<file path="src/rtl/control_sequencer.sv">
// rtl/control_sequencer.sv - hardwired Moore control sequencer for the bus-based CPU datapath
//
// Purpose: steps the datapath through fetch (T0-T2), decode (T3) and the
// per-opcode execute states (T4-T7). It drives every bus-drive and load strobe,
// the register-field selects, the memory controls and the ALU op.
//
// Optional feature macro: CU_MULDIV_EN. When it is defined, the HIin/LOin/HIout/LOout
// ports are added and mul/div/mfhi/mflo execute. When it is not defined, those
// opcodes behave as nop.
//
// Ports:
//   Clock      in   rising-edge system clock
//   Clear      in   asynchronous active-low reset (forces RESET)
//   IR[31:0]   in   instruction register, opcode in IR[31:27]
//   CON_FF     in   branch condition flag from the datapath
//   Stop       in   halt request, sampled on every entry to T0
//   PCout..Cout       out  bus drive strobes
//   MARin..CONIn      out  load strobes
//   Gra/Grb/Grc       out  register field selects
//   IncPC/Read/Write  out  PC increment and memory control
//   HIin/LOin/HIout/LOout  out  HI/LO strobes (CU_MULDIV_EN only)
//   alu_op[4:0]  out  ALU operation; zero whenever Zin is low
//   Run          out  1 while sequencing, 0 in RESET or HALT
module control_sequencer #(
  parameter int OPW               = 5,
  parameter int RESET_VECTOR_WAIT = 1
) (
  input  logic        Clock,
  input  logic        Clear,
  input  logic [31:0] IR,
  input  logic        CON_FF,
  input  logic        Stop,
  output logic        PCout,
  output logic        Zhiout,
  output logic        Zlowout,
  output logic        MDRout,
  output logic        InPortout,
  output logic        BAout,
  output logic        Cout,
  output logic        MARin,
  output logic        Zin,
  output logic        PCin,
  output logic        MDRin,
  output logic        IRin,
  output logic        Yin,
  output logic        OutPortin,
  output logic        Rin,
  output logic        Rout,
  output logic        CONIn,
  output logic        Gra,
  output logic        Grb,
  output logic        Grc,
  output logic        IncPC,
  output logic        Read,
  output logic        Write,
`ifdef CU_MULDIV_EN
  output logic        HIin,
  output logic        LOin,
  output logic        HIout,
  output logic        LOout,
`endif
  output logic [4:0]  alu_op,
  output logic        Run
);

  typedef enum logic [3:0] {
    S_RESET, S_T0, S_T1, S_T2, S_T3, S_T4, S_T5, S_T6, S_T7, S_HALT
  } state_t;

  typedef enum logic [3:0] {
    C_NOP, C_RALU, C_NEG, C_IMM, C_LDI, C_LD, C_ST, C_BR,
    C_JR, C_JAL, C_IN, C_OUT, C_HALT, C_MULDIV, C_MFHI, C_MFLO
  } class_t;

  localparam int       CW     = $clog2(RESET_VECTOR_WAIT + 1) + 1;
  localparam logic [4:0] ALU_ADD = 5'b00011;
  localparam logic [4:0] ALU_AND = 5'b01001;
  localparam logic [4:0] ALU_OR  = 5'b01010;

  state_t          r_state;
  logic [CW-1:0]   r_wait_cnt;
  logic [4:0]      w_op;
  logic [4:0]      w_imm_op;
  class_t          w_class;
  state_t          w_entry;
  logic            w_unused;

  assign w_op     = 5'(IR[31 -: OPW]);
  assign w_unused = ^IR[31-OPW:0];
  // Stop is honoured only when entering T0, so an in-flight instruction always completes.
  assign w_entry  = Stop ? S_HALT : S_T0;

  always_comb begin
    w_class = C_NOP;
    case (w_op)
      5'd0:                                         w_class = C_LD;
      5'd1:                                         w_class = C_LDI;
      5'd2:                                         w_class = C_ST;
      5'd3, 5'd4, 5'd5, 5'd6, 5'd7, 5'd8, 5'd9, 5'd10: w_class = C_RALU;
      5'd11, 5'd12, 5'd13:                          w_class = C_IMM;
`ifdef CU_MULDIV_EN
      5'd14, 5'd15:                                 w_class = C_MULDIV;
      5'd23:                                        w_class = C_MFHI;
      5'd24:                                        w_class = C_MFLO;
`endif
      5'd16, 5'd17:                                 w_class = C_NEG;
      5'd18:                                        w_class = C_BR;
      5'd19:                                        w_class = C_JR;
      5'd20:                                        w_class = C_JAL;
      5'd21:                                        w_class = C_IN;
      5'd22:                                        w_class = C_OUT;
      5'd26:                                        w_class = C_HALT;
      default:                                      w_class = C_NOP;
    endcase
  end

  always_comb begin
    case (w_op)
      5'd12:   w_imm_op = ALU_AND;
      5'd13:   w_imm_op = ALU_OR;
      default: w_imm_op = ALU_ADD;
    endcase
  end

  always_ff @(posedge Clock or negedge Clear) begin
    if (!Clear) begin
      r_state    <= S_RESET;
      r_wait_cnt <= '0;
    end else begin
      case (r_state)
        S_RESET: begin
          if (r_wait_cnt == CW'(RESET_VECTOR_WAIT)) r_state <= w_entry;
          else r_wait_cnt <= r_wait_cnt + CW'(1);
        end
        S_T0: r_state <= S_T1;
        S_T1: r_state <= S_T2;
        // nop and unassigned opcodes skip decode entirely
        S_T2: r_state <= (w_class == C_NOP) ? w_entry : S_T3;
        S_T3: begin
          case (w_class)
            C_HALT:                             r_state <= S_HALT;
            C_JR, C_IN, C_OUT, C_MFHI, C_MFLO:  r_state <= w_entry;
            default:                            r_state <= S_T4;
          endcase
        end
        S_T4: r_state <= (w_class == C_JAL) ? w_entry : S_T5;
        S_T5: begin
          case (w_class)
            C_LD, C_ST, C_BR, C_MULDIV: r_state <= S_T6;
            default:                    r_state <= w_entry;
          endcase
        end
        S_T6:    r_state <= (w_class == C_LD || w_class == C_ST) ? S_T7 : w_entry;
        S_T7:    r_state <= w_entry;
        S_HALT:  r_state <= S_HALT;
        default: r_state <= S_RESET;
      endcase
    end
  end

  // Strobes are decoded from the present state rather than registered: IR is
  // loaded on the same edge that enters T3, and T3 must act on that new value.
  always_comb begin
    PCout = 1'b0; Zhiout = 1'b0; Zlowout = 1'b0; MDRout = 1'b0; InPortout = 1'b0;
    BAout = 1'b0; Cout = 1'b0; MARin = 1'b0; Zin = 1'b0; PCin = 1'b0; MDRin = 1'b0;
    IRin = 1'b0; Yin = 1'b0; OutPortin = 1'b0; Rin = 1'b0; Rout = 1'b0; CONIn = 1'b0;
    Gra = 1'b0; Grb = 1'b0; Grc = 1'b0; IncPC = 1'b0; Read = 1'b0; Write = 1'b0;
`ifdef CU_MULDIV_EN
    HIin = 1'b0; LOin = 1'b0; HIout = 1'b0; LOout = 1'b0;
`endif
    alu_op = 5'b0;
    Run    = (r_state != S_RESET) && (r_state != S_HALT);
    case (r_state)
      S_T0: begin PCout = 1'b1; MARin = 1'b1; IncPC = 1'b1; Zin = 1'b1; end
      S_T1: begin Zlowout = 1'b1; PCin = 1'b1; Read = 1'b1; MDRin = 1'b1; end
      S_T2: begin MDRout = 1'b1; IRin = 1'b1; end
      S_T3: begin
        case (w_class)
          C_RALU, C_NEG, C_IMM, C_MULDIV: begin Grb = 1'b1; Rout = 1'b1; Yin = 1'b1; end
          C_LDI, C_LD, C_ST:              begin Grb = 1'b1; BAout = 1'b1; Yin = 1'b1; end
          C_BR:  begin Gra = 1'b1; Rout = 1'b1; CONIn = 1'b1; end
          C_JR:  begin Gra = 1'b1; Rout = 1'b1; PCin = 1'b1; end
          C_JAL: begin PCout = 1'b1; Grb = 1'b1; Rin = 1'b1; end
          C_IN:  begin InPortout = 1'b1; Gra = 1'b1; Rin = 1'b1; end
          C_OUT: begin Gra = 1'b1; Rout = 1'b1; OutPortin = 1'b1; end
`ifdef CU_MULDIV_EN
          C_MFHI: begin HIout = 1'b1; Gra = 1'b1; Rin = 1'b1; end
          C_MFLO: begin LOout = 1'b1; Gra = 1'b1; Rin = 1'b1; end
`endif
          default: ;
        endcase
      end
      S_T4: begin
        case (w_class)
          C_RALU, C_MULDIV: begin Grc = 1'b1; Rout = 1'b1; Zin = 1'b1; alu_op = w_op; end
          C_NEG:            begin Grb = 1'b1; Rout = 1'b1; Zin = 1'b1; alu_op = w_op; end
          C_IMM:            begin Cout = 1'b1; Zin = 1'b1; alu_op = w_imm_op; end
          C_LDI, C_LD, C_ST: begin Cout = 1'b1; Zin = 1'b1; alu_op = ALU_ADD; end
          C_BR:             begin PCout = 1'b1; Yin = 1'b1; end
          C_JAL:            begin Gra = 1'b1; Rout = 1'b1; PCin = 1'b1; end
          default: ;
        endcase
      end
      S_T5: begin
        case (w_class)
          C_RALU, C_NEG, C_IMM, C_LDI: begin Zlowout = 1'b1; Gra = 1'b1; Rin = 1'b1; end
          C_LD, C_ST: begin Zlowout = 1'b1; MARin = 1'b1; end
          C_BR:       begin Cout = 1'b1; Zin = 1'b1; alu_op = ALU_ADD; end
`ifdef CU_MULDIV_EN
          C_MULDIV:   begin Zlowout = 1'b1; LOin = 1'b1; end
`endif
          default: ;
        endcase
      end
      S_T6: begin
        case (w_class)
          C_LD: begin Read = 1'b1; MDRin = 1'b1; end
          C_ST: begin Gra = 1'b1; Rout = 1'b1; MDRin = 1'b1; end
          C_BR: begin Zlowout = 1'b1; PCin = CON_FF; end
`ifdef CU_MULDIV_EN
          C_MULDIV: begin Zhiout = 1'b1; HIin = 1'b1; end
`endif
          default: ;
        endcase
      end
      S_T7: begin
        case (w_class)
          C_LD: begin MDRout = 1'b1; Gra = 1'b1; Rin = 1'b1; end
          C_ST: Write = 1'b1;
          default: ;
        endcase
      end
      default: ;
    endcase
  end

endmodule

</file>
<file path="config.mk">
export PLATFORM = sky130hd
export DESIGN_NAME = control_sequencer
export DESIGN_NICKNAME = d
export VERILOG_FILES = /design/src/rtl/control_sequencer.sv
export SDC_FILE = /design/constraint.sdc
export NUM_CORES = 1
export LEC_CHECK = 0
export CAP_MARGIN = 0
export CORE_MARGIN = 5
export CORE_UTILIZATION = 35
export DETAILED_ROUTE_END_ITERATION = 12
export DONT_BUFFER_PORTS = 1
export GPL_TIMING_DRIVEN = 0
export HOLD_SLACK_MARGIN = 0.08
export PLACE_DENSITY = 0.54
export SLEW_MARGIN = 10
export SYNTH_ARGS = -nofsm -noshare
export SYNTH_HDL_FRONTEND = slang
export SYNTH_SLANG_ARGS = --single-unit
</file>
<file path="constraint.sdc">
create_clock -name Clock -period 7.5 [get_ports Clock]
set_input_delay 1.5 -clock Clock [delete_from_list [all_inputs] [get_ports Clock]]
set_output_delay 1.5 -clock Clock [all_outputs]
set_load 0.005 [all_outputs]
</file>
==> impl_metrics.tcl <==
set metrics [dict create \
    initial_core_util 0.3660 \
    total_power_uw 329.5 \
    port_buffers 0 \
    vias_per_cell 6.041 \
    drt_first_pass_iters 4 \
    insertedDiodeCount 0 \
    worstSetupPathType "primary input to output pin" \
    fin_crit_ns 4.922 \
    ys_seq_area_frac 0.1011 \
    synth.distinct_cells 63 \
    hold_viol 0 \
    hold_path_class "flop to flop" \
    io_pins 65 \
    cts_tree "done" \
    ys_ff_latch 6 \
    core_area_mm2 0.004058 \
    setup-violations-final 0 \
    row_count 23 \
    antenna_found_initial 0 \
    gp_congestion 0.8809 \
    tns_ns 0 \
    crit_family "compound AO/OA/AOI/OAI gates" \
    report.final.slew_viol_count 0 \
    final_net_count 262 \
    rsz0062_at_grt "no" \
    crit_buf_inv 3 \
    post_drt_wl_per_cell_um 17.57 \
    cts_resized 0 \
    synthArstFlopShare 1.000 \
    htreeDepth 1 \
    cap_viol_max_count 0 \
    clk_latency_ns 0.22 \
    cp-start-kind "primary input" \
    grt_usage 0.1673 \
    setup_ws_ns 2.578 \
    crit_chain "inv_1 -> ha_1 -> nand2b_1 -> a32oi_2 -> and2_1 -> buf_4 -> buf_6 -> mux2i_1 -> a2bb2oi_1 -> o211ai_1" \
    arrival_ns 3.42 \
    ant_nets 0 \
    slowest_delay_ns 0.36 \
    cp-end-kind "output pin" \
    path_clk_slew_ns 0.03 \
    utilization 0.3916 \
    synthToLayoutAreaGrowth_pct 6.992 \
    cts_hold_buffers 0 \
    yosys.area.top_type_share 0.1011 \
    fin_crit_sh 0.6563 \
    synth_area_per_cell_um2 6.908 \
    syn_nets 257 \
    yosys_warnings 0 \
    synth_area_leaders "dfrtp_1 (10%), nand2_1 (7.6%), a21oi_1 (5.4%), ha_1 (5.1%), nor2_1 (5.1%)" \
    cts_setup_buffers 0 \
    yosysTopAreaCell "dfrtp_1" \
    cts_root_buf "clkbuf_8" \
    status "complete, no violations" \
    grt-ovfl-total 0 \
    drcViolationCount 0 \
    cts_buffers 3 \
    clockBufferDepth 2 \
    cp_num_cells 10 \
    power_density_mw_per_mm2 207.4 \
    die-area_mm2 0.005646 \
    drt-initial-drc-count 192 \
    grt_max_degree 11 \
    ir_worst_vdd_mv 0.1044 \
    timing.fmax_mhz 203.2 \
    critPathSlowestCell "ha_1" \
    pre_cts_slack_ns 2.636 \
    grt_pass1_vias 1485 \
    power_leakage_uw 0.0006144 \
    syn-cell-area_mm2 0.001485 \
    netlist_instances 215 \
    vias 1619 \
    min_path_cells 1 \
    worst_clock_skew_ns 0.001094 \
    grt_pass1_wl_mm 7.472 \
    cp.required_ns 6.00 \
    design_area_mm2 0.001589 \
    dpl_cell_area_mm2 0.001548 \
    r2r_cells 7 \
    dieHeight_um 75.14 \
    drt_wl_total_mm 4.710 \
    synth_edf_count 0 \
    layout-drive-gt1-share 0.1560 \
    die_w_um 75.14 \
    synth_ff_type "dfrtp_1" \
    dpl.hpwl_mm 3.784 \
    cts_sinks 6 \
    crit_path_max_fanout 10 \
]
-- final cells by class --
class	count	area, um^2
sequential	6	150.1
inverter	8	30.03
multi-input combinational	188	1220
fill	451	2469
buffer	13	85.08
clock buffer	3	41.29
tap	50	62.56
-- synth_stat cells, types with 2 or more instances --
library cell and count:
buf_6 2, nand2_1 30, xnor2_1 2, nand2b_1 6
o31ai_1 3, o22ai_1 2, a211o_1 3, or3_1 3
xor2_1 3, a21o_1 2, nor2_1 20, o221ai_1 2
nor3_1 4, and2_1 4, o211ai_1 5, a31oi_1 2
inv_1 6, a211oi_4 2, buf_4 5, o2111ai_1 2
nor3_2 2, nor2b_1 6, o21ai_1 12, buf_2 2
inv_2 2, or3b_2 2, nand3_1 7, mux2i_1 2
nand2_2 2, ha_1 6, clkbuf_1 4, a21oi_1 16
dfrtp_1 6, a32oi_2 2, o21ai_0 6, a2bb2oi_1 2
a222oi_1 2
-- path summary, 6_finish.rpt --
check                                               start                         to  slack (ns)
worst min-delay path            r_wait_cnt[0]$_DFFE_PN0P_  r_wait_cnt[0]$_DFFE_PN0P_        0.48
min in group asynchronous                           Clear     r_state[3]$_DFFE_PN0N_        0.98
max in group asynchronous                           Clear     r_state[2]$_DFFE_PN0N_        6.45
worst min register to register  r_wait_cnt[0]$_DFFE_PN0P_  r_wait_cnt[0]$_DFFE_PN0P_        0.48
worst max register to register     r_state[3]$_DFFE_PN0N_     r_state[3]$_DFFE_PN0N_        5.51
worst max-delay path                               IR[27]                       Rout        2.58
-- cell usage in the layout (no fill, tap or decap), drive strengths merged, types with 2 or more instances in the layout --
| cell | Yosys | routed |
|---|---|---|
| inv | 8 | 8 |
| nor3 | 6 | 6 |
| nor2 | 21 | 21 |
| a2bb2oi | 2 | 2 |
| dfrtp | 6 | 6 |
| o211ai | 5 | 5 |
| o31ai | 4 | 4 |
| a211o | 3 | 3 |
| xnor2 | 2 | 2 |
| buf | 9 | 9 |
| o21ai | 19 | 19 |
| a21o | 2 | 2 |
| and2 | 6 | 6 |
| o221ai | 2 | 2 |
| nand3 | 7 | 7 |
| a31oi | 2 | 2 |
| xor2 | 3 | 3 |
| clkbuf | 4 | 7 |
| nand2 | 33 | 33 |
| nand2b | 6 | 6 |
| or3 | 3 | 3 |
| a32oi | 2 | 2 |
| a222oi | 2 | 2 |
| nor2b | 6 | 6 |
| a211oi | 3 | 3 |
| o22ai | 2 | 2 |
| mux2i | 2 | 2 |
| a21oi | 17 | 17 |
| ha | 6 | 6 |
| o2111ai | 2 | 2 |
| or3b | 3 | 3 |
-- worst reg2reg max path, cell delays in order, from the launching register on --
cell	delay, ns
dfrtp_1	0.34
clkbuf_1	0.19
nor2b_1	0.34
and2_1	0.18
clkbuf_1	0.30
nand3_1	0.16
a211o_1	0.29
o211ai_1	0.10
-- per-stage QoR --
stage / hold WS (ns) / cells
after CTS: 0.4777 / 268
after floorplan: 0.4480 / 215
final: 0.4766 / 268
after global routing: 0.4847 / 268
after global placement: 0.4689 / 265
after detailed placement: 0.4710 / 265
-- where the power goes --
group | switching, uW | internal, uW
logic | 145 | 79.6
clock network | 11.8 | 34.3
registers | 11.1 | 47.7
-- metal layers --
metal	vias up	share of wire	track usage
met5	-	0	0
met4	0	0.0062	0.02913
met3	3	0.079	0.03204
met2	53	0.45	0.2650
met1	773	0.47	0.2386
li1	790	-	-
-- cell families after synthesis --
| group | count (synthesis) | share of synthesized area |
|---|---|---|
| compound gates | 75 | 0.3715 |
| simple gates | 98 | 0.3471 |
| mux | 2 | 0.01348 |
| other cells | 1 | 0.002525 |
| buf+inv | 21 | 0.07751 |
| fa+ha+maj | 7 | 0.05729 |
| flops | 6 | 0.1011 |
| xor+xnor | 5 | 0.02949 |
-- registers in the layout, summed over array words and instances (netlist names) --
name and cells:
r_state 4, r_wait_cnt 2
(Power assumes the default switching activity.)
